File: config.mk
export PLATFORM = sky130hd
export DESIGN_NAME = clock_switch_ctrl
export DESIGN_NICKNAME = d
export VERILOG_FILES = /design/src/rtl/clock_switch_ctrl.sv
export SDC_FILE = /design/constraint.sdc
export NUM_CORES = 1
export LEC_CHECK = 0
export CAP_MARGIN = 25
export CELL_PAD_IN_SITES_DETAIL_PLACEMENT = 0
export CELL_PAD_IN_SITES_GLOBAL_PLACEMENT = 1
export CORE_UTILIZATION = 40
export CTS_CLUSTER_SIZE = 10
export DETAILED_ROUTE_END_ITERATION = 10
export PLACE_DENSITY = 0.77
export SYNTH_ARGS = -nofsm -noshare
export SYNTH_HDL_FRONTEND = slang
export SYNTH_SLANG_ARGS = --single-unit
File: constraint.sdc
create_clock -name clk -period 5.5 [get_ports clk]
set_input_delay 1.1 -clock clk [delete_from_list [all_inputs] [get_ports clk]]
set_output_delay 1.1 -clock clk [all_outputs]
set_load 0.005 [all_outputs]
File: src/rtl/clock_switch_ctrl.sv
// Drives clk_sel of the glitch-free clock switch from valid/ready requests, then holds off a settle window.
// Build option CLK_SW_DWELL_EN adds a post-switch DWELL hold-off of MIN_DWELL cycles before the next accept.
//
// state  | meaning
// IDLE   | ready for a request; invalid and same-source requests are answered here
// SWITCH | clk_sel updated, counting down the settle window
// DWELL  | (CLK_SW_DWELL_EN only) minimum dwell after a completed switch
module clock_switch_ctrl #(
    parameter int NUM_SRC    = 3,
    parameter int SETTLE_CYC = 16,
    parameter int CNT_W      = 8,
    parameter int RST_SEL    = 0
`ifdef CLK_SW_DWELL_EN
    ,
    parameter int MIN_DWELL  = 32
`endif
) (
    input  logic       clk,
    input  logic       rst,
    input  logic       req_valid,
    input  logic [1:0] req_sel,
    output logic       req_ready,
    output logic [1:0] clk_sel,
    output logic [1:0] cur_sel,
    output logic       sw_busy,
    output logic       done,
    output logic       err_invalid
);

    typedef enum logic [1:0] {
        IDLE   = 2'd0,
        SWITCH = 2'd1
`ifdef CLK_SW_DWELL_EN
        ,
        DWELL  = 2'd2
`endif
    } state_t;

    localparam logic [2:0]       NSRC_W    = 3'(NUM_SRC);
    localparam logic [1:0]       RST_SEL_W = 2'(RST_SEL);
    localparam logic [CNT_W-1:0] SETTLE_LD = CNT_W'(SETTLE_CYC - 1);
    localparam logic [CNT_W-1:0] CNT_ONE   = CNT_W'(1);
`ifdef CLK_SW_DWELL_EN
    localparam logic [CNT_W-1:0] DWELL_LD  = CNT_W'(MIN_DWELL - 1);
`endif

    state_t           state_q, state_d;
    logic [1:0]       clk_sel_q, clk_sel_d;
    logic [1:0]       cur_sel_q, cur_sel_d;
    logic [CNT_W-1:0] cnt_q, cnt_d;
    logic             busy_q, busy_d;
    logic             done_q, done_d;
    logic             err_q, err_d;
    logic             accept;
    logic             sel_legal;

    assign req_ready = (state_q == IDLE);
    assign accept    = req_valid & req_ready;
    assign sel_legal = ({1'b0, req_sel} < NSRC_W);

    always_ff @(posedge clk or posedge rst) begin
        if (rst) begin
            state_q   <= IDLE;
            clk_sel_q <= RST_SEL_W;
            cur_sel_q <= RST_SEL_W;
            cnt_q     <= '0;
            busy_q    <= 1'b0;
            done_q    <= 1'b0;
            err_q     <= 1'b0;
        end else begin
            state_q   <= state_d;
            clk_sel_q <= clk_sel_d;
            cur_sel_q <= cur_sel_d;
            cnt_q     <= cnt_d;
            busy_q    <= busy_d;
            done_q    <= done_d;
            err_q     <= err_d;
        end
    end

    always_comb begin
        state_d   = state_q;
        clk_sel_d = clk_sel_q;
        cur_sel_d = cur_sel_q;
        cnt_d     = cnt_q;
        busy_d    = busy_q;
        done_d    = 1'b0;
        err_d     = 1'b0;
        case (state_q)
            IDLE: begin
                if (accept) begin
                    if (!sel_legal) begin
                        err_d = 1'b1;
                    end else if (req_sel == cur_sel_q) begin
                        done_d = 1'b1;
                    end else begin
                        clk_sel_d = req_sel;
                        cnt_d     = SETTLE_LD;
                        busy_d    = 1'b1;
                        state_d   = SWITCH;
                    end
                end
            end
            SWITCH: begin
                if (cnt_q != '0) begin
                    cnt_d = cnt_q - CNT_ONE;
                end else begin
                    // settle window expired: commit the source and report
                    cur_sel_d = clk_sel_q;
                    done_d    = 1'b1;
                    busy_d    = 1'b0;
`ifdef CLK_SW_DWELL_EN
                    cnt_d     = DWELL_LD;
                    state_d   = DWELL;
`else
                    state_d   = IDLE;
`endif
                end
            end
`ifdef CLK_SW_DWELL_EN
            DWELL: begin
                if (cnt_q != '0) begin
                    cnt_d = cnt_q - CNT_ONE;
                end else begin
                    state_d = IDLE;
                end
            end
`endif
            default: begin
                state_d = IDLE;
                busy_d  = 1'b0;
            end
        endcase
    end

    assign clk_sel     = clk_sel_q;
    assign cur_sel     = cur_sel_q;
    assign sw_busy     = busy_q;
    assign done        = done_q;
    assign err_invalid = err_q;

endmodule

* After elaboration in Yosys (flattened, before gate mapping) *
Cells that the tools add are included.

cells by class
  add/sub/neg operators = 1
  multipliers = 0
  div/mod/pow operators = 0
  $lt $le $gt $ge = 1
  eq/ne operators = 7
  shift-type cells = 0
  mux-type cells = 23
  bitwise logic cells = 3
  reductions and logical operators = 7

operators by type and width
  operator                                               count
  2-to-1 mux 8 bit                                       4
  one-hot mux 8 bit (2 select lines)                     1
  2-to-1 mux 1 bit                                       11
  2-to-1 mux 2 bit                                       4
  AND reduction 4 bit                                    2
  nonzero test 8 bit                                     1
  subtractor 8 x 1 -> 8 bit, second input constant       1
  inequality test 2 bit, second input constant           3
  AND reduction 5 bit                                    1
  inequality test 2 x 1 -> 1 bit, second input constant  2
  one-hot mux 1 bit (2 select lines)                     2
  one-hot mux 2 bit (2 select lines)                     1
  == test 2 x 1 -> 1 bit, second input constant          1
  == test 2 bit                                          1
  zero test 2 bit                                        1
  less-than comparator 2 bit, second input constant      1
  inverter 1 bit                                         2
  AND reduction 2 bit                                    1
  nonzero test 2 bit                                     1
  bitwise AND 1 bit                                      1

storage, ports and cells
  bits in registers = 17
  bits in latches = 0
  bits in writable memories = 0
  bits in read-only memories = 0
  bits of input ports = 5
  output and inout port bits = 8
  logic and storage cells = 49
  memories = 0

* Depth between registers and ports, before layout *
Gate-level depths: netlist of run 1.

  depth in word-level cells = 5
  depth in mapped cells = 7
  depth with buffers taken out = 6

* Worst setup path after synthesis of run 1 *
OpenSTA, ideal clock, no wires.

  path kind = input -> register
  start = input port req_sel[1]
  end = register clk_sel_q[0] (netlist: clk_sel[0])
  library setup time = 0.125 ns
  arrival = 1.938 ns
  data required time = 5.375 ns
  path slack = 3.438 ns
  cell stages on the path = 4
  path buffers = 0
  cell sequence = nor2b_1 o21bai_1 a21oi_1 mux2_2

between the ends
  cells in the longest elaborated chain, start to end = 3
  elaborated cells between the ends (all ways) = 4
  those cells by class = order compare (1); eq/ne (1); bitwise (1); reduce/logical (1)

RTL lines
  what                                                                                line  source
  from (decl)                                                                         21    input logic [1:0] req_sel,
  parallel branches: the longest is 2 deep, another holds less-than comparator 2 bit  -
  AND reduction 4 bit (no source line) *                                              -
  to (signal assigned)                                                                72    clk_sel_q <= clk_sel_d;
  to (decl)                                                                           48    logic [1:0] clk_sel_q, clk_sel_d;

Mark *: on every way between the ends.
A chain may end at the register's enable or synchronous reset.

==> results of run 1 <==
## through the flow
step	setup WS [ns]	total power (uW)	util [%]	std cells
global route	2.83	189	53.3	118
global placement	2.74	121	51.8	114
finish	2.92	180	53.3	118
CTS	2.91	183	53.3	118
detailed placement	2.65	121	51.8	114
floorplan	3.44	117	-	79
## worst paths after layout
kind	to	from	slack [ns]	depth (start not counted)
min in group asynchronous	err_invalid	rst	1.16	2
hold / removal	cnt_q[0]	cnt_q[0]	0.52	1
setup reg to reg	cnt_q[1]	cnt_q[1]	3.26	6
setup / recovery	req_ready	sw_busy	2.92	2
max in group asynchronous	cnt_q[4]	rst	3.97	2
hold reg to reg	cnt_q[0]	cnt_q[0]	0.52	1
## power breakdown
group / internal, uW / switching, uW
registers: 110 / 0
logic: 4.05 / 4.71
clock network: 28.2 / 33.3
## routing by layer
| metal | share of wire [%] | GRT usage [%] |
|---|---|---|
| met2 | 43 | 24.2 |
| met4 | 0.72 | 5.14 |
| met5 | 0 | 0 |
| met1 | 51 | 24.5 |
| met3 | 4.3 | 5.77 |
## flip-flops by register name, summed over array words and instances (netlist names)
name and cells:
sw_busy 1, done 1, cur_sel 2, cnt_q 8, err_invalid 1, clk_sel 2
## cell type report
type                    count  area, um^2
flip-flops and latches     15         375
well taps                  25        31.3
fillers                   173         851
inverters                   7        26.3
clock buffers               4        26.3
multi-input cells          55         390
repair buffers             12         120
## cells by family after synthesis
logic type / after synthesis
buf+inv: 9
simple gates: 30
xor+xnor: 1
compound gates: 18
mux: 5
fa+ha+maj: 1
flops: 15
## cell usage in the layout (no fill, tap or decap), drive strengths merged, types with 2 or more instances in the layout
| cell | instances |
|---|---|
| dfrtp | 15 |
| clkdlybuf4s50 | 12 |
| inv | 7 |
| nand2 | 6 |
| nor2 | 6 |
| mux2 | 4 |
| nor2b | 4 |
| clkbuf | 4 |
| o21ai | 3 |
| or3 | 2 |
| o21bai | 2 |
| nand3b | 2 |
| nor4 | 2 |
| nand3 | 2 |
| a22o | 2 |
| o311ai | 2 |
| a21o | 2 |
==> results.cfg, run 1 <==
[synth]
synth_edf_count = 0
yosysTopAreaCellShare_pct = 46.1
synth.most_common_cell = dfrtp_1
synth_compound_area_share_pct = 17.1
yosysWarnings = 0
synth_area_per_cell_um2 = 10.3
synthAdderAreaFrac_pct = 1.54
synth.cell_area_um2 = 815
synth_top_family_by_area = simple AND/OR/NAND/NOR gates
async_flop_share_pct = 100
ys_seq_elements = 15
synth_cells = 79
synth_xor_xnor_area_share_pct = 1.08
synth_seq_area_share_pct = 46.1
synth_cell_type_count = 33
netlist_top_cells_count = dfrtp_1 (15), inv_1 (7), nand2_1 (6), nor2_1 (6)
muxShareOfSynthArea_pct = 6.76
yosys.area_share.simple_pct = 21.5
synth_top_area_cell = dfrtp_1
syn_nets = 85
synthTopCellsByArea = dfrtp_1 (46%), mux2_2 (5.5%), inv_1 (3.2%)
synthFlopType = dfrtp_1

[clock_tree]
clock_path_buffers = 2
tritoncts = done
clkTransAtPathRegs_ns = 0.08
clk_root_buffer_cell = clkbuf_4
cts_buffers = 3
ctsHoldBuffers = 0
clock_sinks = 15
h-tree-depth = 1
clk_latency_ns = 0.28
post_cts_resized = 0
cts_setup_buffers = 0

[drt]
vias_per_cell = 5.40
antenna_left = 0
vias = 637
drtIter0Drc = 8
drc = 0
dr.pass1.iters = 4
drt-total-wl_um = 1540
wl_per_cell_um = 13.0

[die]
start_util_pct = 44.7
chipHeight_um = 47.1
dieArea_um2 = 2220
die_w_um = 47.1
io_pins = 13
fp-row-count = 15
core_um2 = 1820

[layout]
insertedDiodeCount = 0
area_growth_syn_to_layout_pct = 19.0
nets = 100
drive_above_1_share_pct = 12.9
final_area_um2 = 970

[sta]
period_minus_slack_ns = 2.58
fmax_mhz = 388
hold_violations = 0
final-max-slew-violation-count = 0
fin_crit_sh_pct = 46.8
tightest_slew_ns = 0.565
finalSetupViolCount = 0
clock-skew-final_ns = 0.00142
rsz0062_at_grt = false
slew_headroom_pct = 62.0
setup_tns_ns = 0
fin_worst_hold_slack_ns = 0.521

[setup_path]
required_ns = 4.40
path_cells = inv_1, clkdlybuf4s50_1
worstSetupStartpointType = register
cp-end-kind = primary output
crit_arrival_ns = 1.48
path_class = reg -> out
cpPeakStageDelay_ns = 0.53
critPathBufInv = 2
cp_top_family = buffers and inverters
cp_slowest_cell = clkdlybuf4s50_1
path_max_fanout = 11

[grt]
grt_pass1_vias = 556
grt_max_degree = 16
gr-total-overflow = 0
grt_pass1_wl_um = 2570
antenna_found_initial = 0
track_usage_pct = 17.0

[place]
post_dp_cell_area_um2 = 943
place_hpwl_um = 1150
place_congestion = 0.734
port_buffers = 12

[pwr]
cellLeakagePower_uw = 0.000425
peakVddDrop_uv = 133
power.density_nw_per_um2 = 186

[status]
outcome = completed

[hold_path]
hp-class = reg -> reg

[flow_run]
maxCapViolCount = 0
Power figures use the tool's default switching activity.
==> run 2, diff against run 1 <==
--- a/config.mk
+++ b/config.mk
@@ -8,10 +8,10 @@
 export CAP_MARGIN = 25
 export CELL_PAD_IN_SITES_DETAIL_PLACEMENT = 0
 export CELL_PAD_IN_SITES_GLOBAL_PLACEMENT = 1
-export CORE_UTILIZATION = 40
+export CORE_UTILIZATION = 36
 export CTS_CLUSTER_SIZE = 10
 export DETAILED_ROUTE_END_ITERATION = 10
-export PLACE_DENSITY = 0.77
+export PLACE_DENSITY = 0.73
 export SYNTH_ARGS = -nofsm -noshare
 export SYNTH_HDL_FRONTEND = slang
 export SYNTH_SLANG_ARGS = --single-unit
==> constraint.sdc (replaced) <==
create_clock -name clk -period 2.2 [get_ports clk]
set_input_delay 0.44 -clock clk [delete_from_list [all_inputs] [get_ports clk]]
set_output_delay 0.44 -clock clk [all_outputs]
set_load 0.005 [all_outputs]
==> run 2 against run 1 <==
- first-iteration DRC count rose by 13%
- die area up 11%
- global-route usage decreased by 2.0 points
- worst setup slack got worse by 2.8 ns
- wire length up 7.2%
- sequential cell count is the same
- clock power grew to 2.6 times the previous value
- final area is 3.9% higher
- via count grew 1.7%
- largest cell class unchanged
- highest routed layer unchanged
==> results.cfg, run 2 (synthesized netlist as in run 1, its figures left out) <==
[setup_path]
cp_top_family = simple AND/OR/NAND/NOR gates
required_ns = 2.40
cp-end-kind = register
crit_arrival_ns = 2.30
path_cells = inv_1, ha_1, or3b_2, or3_4, and3_4, a211oi_2
rr_endpoint = cnt_q[1]
worstReg2RegStart = cnt_q[1]
r2r_setup_slack_ns = 0.11
cp_slowest_cell = or3b_2
path_class = reg -> reg
reg2regPathDepth = 6
critPathBufInv = 1
cpPeakStageDelay_ns = 0.48
worstSetupStartpointType = register
path_max_fanout = 8

[clock_tree]
ctsHoldBuffers = 0
tritoncts = done
post_cts_resized = 0
clk_root_buffer_cell = clkbuf_4
clock_path_buffers = 2
clkTransAtPathRegs_ns = 0.09
clk_latency_ns = 0.28
cts_buffers = 3
clock_sinks = 15
h-tree-depth = 1
cts_setup_buffers = 0

[grt]
grt_pass1_wl_um = 2760
grt_max_degree = 16
gr-total-overflow = 0
track_usage_pct = 15.0
grt_pass1_vias = 638
antenna_found_initial = 0

[drt]
wl_met2_um = 729
vias_per_cell = 5.23
dr.pass1.iters = 4
maxUsedRoutingLayer = met4
drt-total-wl_um = 1650
antenna_left = 0
drtIter0Drc = 9
wl_met1_um = 838
wl_met3_um = 54
drc = 0
wl_per_cell_um = 13.3
vias = 648

[sta]
slew_headroom_pct = 61.2
fin_crit_sh_pct = 95.2
fmax_mhz = 477
finalSetupViolCount = 0
period_minus_slack_ns = 2.09
rsz0062_at_grt = false
tightest_slew_ns = 0.582
final-max-slew-violation-count = 0
hold_violations = 0
setup_tns_ns = 0
clock-skew-final_ns = 0.00134

[place]
port_buffers = 12
placed_cells = 120
place_hpwl_um = 1200
place_congestion = 0.774

[status]
outcome = completed

[die]
core_um2 = 2040
fp-row-count = 16
chipHeight_um = 49.6
io_pins = 13
dieArea_um2 = 2460
start_util_pct = 39.9
die_w_um = 49.6

[hold_path]
hp-class = in -> async

[pwr]
peakVddDrop_uv = 280
cellLeakagePower_uw = 0.000447
power.density_nw_per_um2 = 457

[layout]
nets = 104
largest_reg_flops = 8
register_area_um2 = 375
drive_above_1_share_pct = 17.5
final_cell_mix = dfrtp_1 (15), clkdlybuf4s50_1 (12), inv_1 (7), nand2_1 (6), nor2_1 (6)
final_common_cell = dfrtp_1
fin_cells = 124
max_flop_register = cnt_q
multi_input_area_um2 = 395
area_growth_syn_to_layout_pct = 23.7
final_core_util_pct = 49.3
nFillCells = 211
insertedDiodeCount = 0

[flow_run]
maxCapViolCount = 0
run 2: layout make-up:
type,count,area share (%)
clock buffers,4,2.61
repair buffers,16,14.9
multi-input cells,55,39.3
well taps,27,3.35
inverters,7,2.61
flip-flops and latches,15,37.3
run 2: report_power, final:
part	switching [uW]	total, uW	internal (uW)
combinational	12.4	23.7	11.3
sequential	0	275	275
clock	91.1	162	70.4
total	104	461	357
run 2: worst max-delay path by stage:
| stage | start | to | depth (start not counted) |
|---|---|---|---|
| 2_1_floorplan | cnt_q[1] | cnt_q[1] | 7 |
| 3_3_place_gp | cnt_q[1] | cnt_q[1] | 6 |
| 3_5_place_dp | cnt_q[1] | cnt_q[1] | 6 |
| 4_1_cts | cnt_q[1] | cnt_q[1] | 6 |
| 5_1_grt | cnt_q[1] | cnt_q[1] | 6 |
| 6_report | cnt_q[1] | cnt_q[1] | 6 |
run 2: routing by layer:
metal,up-vias,global-route usage (%)
met5,-,0
met4,0,5.71
met3,4,3.70
met2,12,23.6
met1,307,19.7
li1,325,-
run 2: metrics by stage:
stage,total power [uW],hold WS (ns),area [um^2],worst slack [ns]
after global routing,481,0.544,1010,0.0200
after CTS,466,0.527,1000,0.00705
after detailed placement,305,0.517,976,0.0760
final,461,0.503,1010,0.105
after global placement,305,0.504,976,0.136
after floorplan,291,0.341,815,0.227
==> run 3, diff against run 2 <==
--- a/config.mk
+++ b/config.mk
@@ -12,6 +12,8 @@
 export CTS_CLUSTER_SIZE = 10
 export DETAILED_ROUTE_END_ITERATION = 10
 export PLACE_DENSITY = 0.73
+export REMOVE_ABC_BUFFERS = 1
+export SLEW_MARGIN = 0
 export SYNTH_ARGS = -nofsm -noshare
 export SYNTH_HDL_FRONTEND = slang
 export SYNTH_SLANG_ARGS = --single-unit
==> run 3 against run 2 <==
- clock power is 4% lower
- highest routed layer unchanged
- critical endpoint unchanged
- cell count stayed put
- first-iteration DRC count is 11% lower
- combinational power hardly changed
- final area stayed put
- sequential cell count stayed put
- largest cell class unchanged
==> results.cfg, run 3 (synthesized netlist as in run 1, its figures left out) <==
[pwr]
intPower_uw = 357
switching_share_pct = 21.3
p_switching_uw = 96.6
peakVddDrop_uv = 307
clockPowerShare_pct = 34.1
comb_power_share_pct = 5.2
cellLeakagePower_uw = 0.000447
power.density_nw_per_um2 = 450
power_frac_seq_pct = 60.7
power.total_uw = 454

[setup_path]
r2r_setup_slack_ns = 0.11
rr_endpoint = cnt_q[1]
worstReg2RegStart = cnt_q[1]
reg2regPathDepth = 6
path_max_fanout = 8
path_class = reg -> reg
worstSetupStartpointType = register
crit_arrival_ns = 2.29
cp-end-kind = register
required_ns = 2.40

[drt]
dr.pass1.iters = 4
drc = 0
drtIter0Drc = 8
wl_per_cell_um = 13.3
vias_per_cell = 5.20
drt-total-wl_um = 1650
antenna_left = 0
vias = 645

[die]
chipHeight_um = 49.6
io_pins = 13
die_w_um = 49.6
fp-row-count = 16
dieArea_um2 = 2460
core_um2 = 2040
start_util_pct = 39.9

[sta]
finalSetupViolCount = 0
fin_crit_sh_pct = 94.9
final-max-slew-violation-count = 0
setup_tns_ns = 0
rsz0062_at_grt = false
tightest_slew_ns = 0.578
fmax_mhz = 479
slew_headroom_pct = 61.4
hold_violations = 0
clock-skew-final_ns = 0.00369
fin_worst_hold_slack_ns = 0.502
period_minus_slack_ns = 2.09

[grt]
antenna_found_initial = 0
grt_pass1_wl_um = 2830
gr-total-overflow = 0
track_usage_pct = 15.2
grt_pass1_vias = 646
grt_max_degree = 16

[clock_tree]
clock_sinks = 15
clk_root_buffer_cell = clkbuf_4
tritoncts = done
clock_path_buffers = 2
clk_latency_ns = 0.28
h-tree-depth = 1
clkTransAtPathRegs_ns = 0.08
cts_buffers = 3

[layout]
final_common_cell = dfrtp_1
largest_reg_flops = 8
area_growth_syn_to_layout_pct = 23.7
drive_above_1_share_pct = 17.5
nets = 104
final_cell_mix = dfrtp_1 (15), clkdlybuf4s50_1 (12), inv_1 (7), nand2_1 (6), nor2_1 (6)
insertedDiodeCount = 0
max_flop_register = cnt_q

[status]
outcome = completed

[place]
port_buffers = 12
place_congestion = 0.758
place_hpwl_um = 1230

[hold_path]
hp-class = in -> async

[flow_run]
maxCapViolCount = 0
run 3: changes by cell type in the layout (fill, tap and decap cells not counted):
cell	before	now
o311ai_0	1	2
o311ai_1	1	0
run 3: worst max path at each step:
stage,from,end,slack [ns],cells after the start
CTS,cnt_q[1],cnt_q[1],0.04,6
global placement,cnt_q[1],cnt_q[1],0.14,6
detailed placement,cnt_q[1],cnt_q[1],0.07,6
finish,cnt_q[1],cnt_q[1],0.11,6
floorplan,cnt_q[1],cnt_q[1],0.22,6
global route,cnt_q[1],cnt_q[1],0.007,6
run 3: cell type report:
type / count / area, um^2
tap: 27 / 33.8
multi-input combinational: 55 / 395
timing repair buffer: 16 / 150
sequential: 15 / 375
clock buffer: 4 / 26.3
fill: 206 / 1030
inverter: 7 / 26.3
run 3: repair_timing:
| item | CTS | global route |
|---|---|---|
| setup endpoints to repair | 0 | 1 |
| hold buffers | 0 | 0 |
| gates resized for setup | 0 | 1 |
| buffers inserted | 0 | 0 |
run 3: per-stage QoR:
step                cells  utilization, %  worst slack [ns]  area (um^2)
floorplan              77               -             0.224          792
global placement      120            47.8             0.138          976
detailed placement    120            47.8            0.0678          976
CTS                   124            49.1            0.0414         1000
global route          124            49.3           0.00688         1010
finish                124            49.3             0.111         1010
run 3: power by group through the flow:
| stage | logic [uW] | registers [uW] | clock network (uW) |
|---|---|---|---|
| 3_5_place_dp | 23.9 | 281 | 0 |
| 6_report | 23.5 | 275 | 155 |
| 4_1_cts | 24.0 | 275 | 160 |
| 3_3_place_gp | 24.0 | 281 | 0 |
| 2_1_floorplan | 10.5 | 281 | 0 |
| 5_1_grt | 27.6 | 276 | 174 |
run 3: critical path, cell delays in order (launching register included):
cell and delay, ns:
dfrtp_1 0.42, inv_1 0.10, ha_1 0.20, or3b_2 0.49, or3_4 0.40, and3_4 0.20
a211oi_2 0.20
run 3: routing by layer:
| metal | GRT usage [%] | vias up | share of wire (%) |
|---|---|---|---|
| met4 | 5.71 | 0 | 0.73 |
| met5 | 0 | - | 0 |
| met1 | 18.6 | 312 | 49 |
| met3 | 5.86 | 2 | 3.3 |
| li1 | - | 324 | - |
| met2 | 24.1 | 7 | 46 |
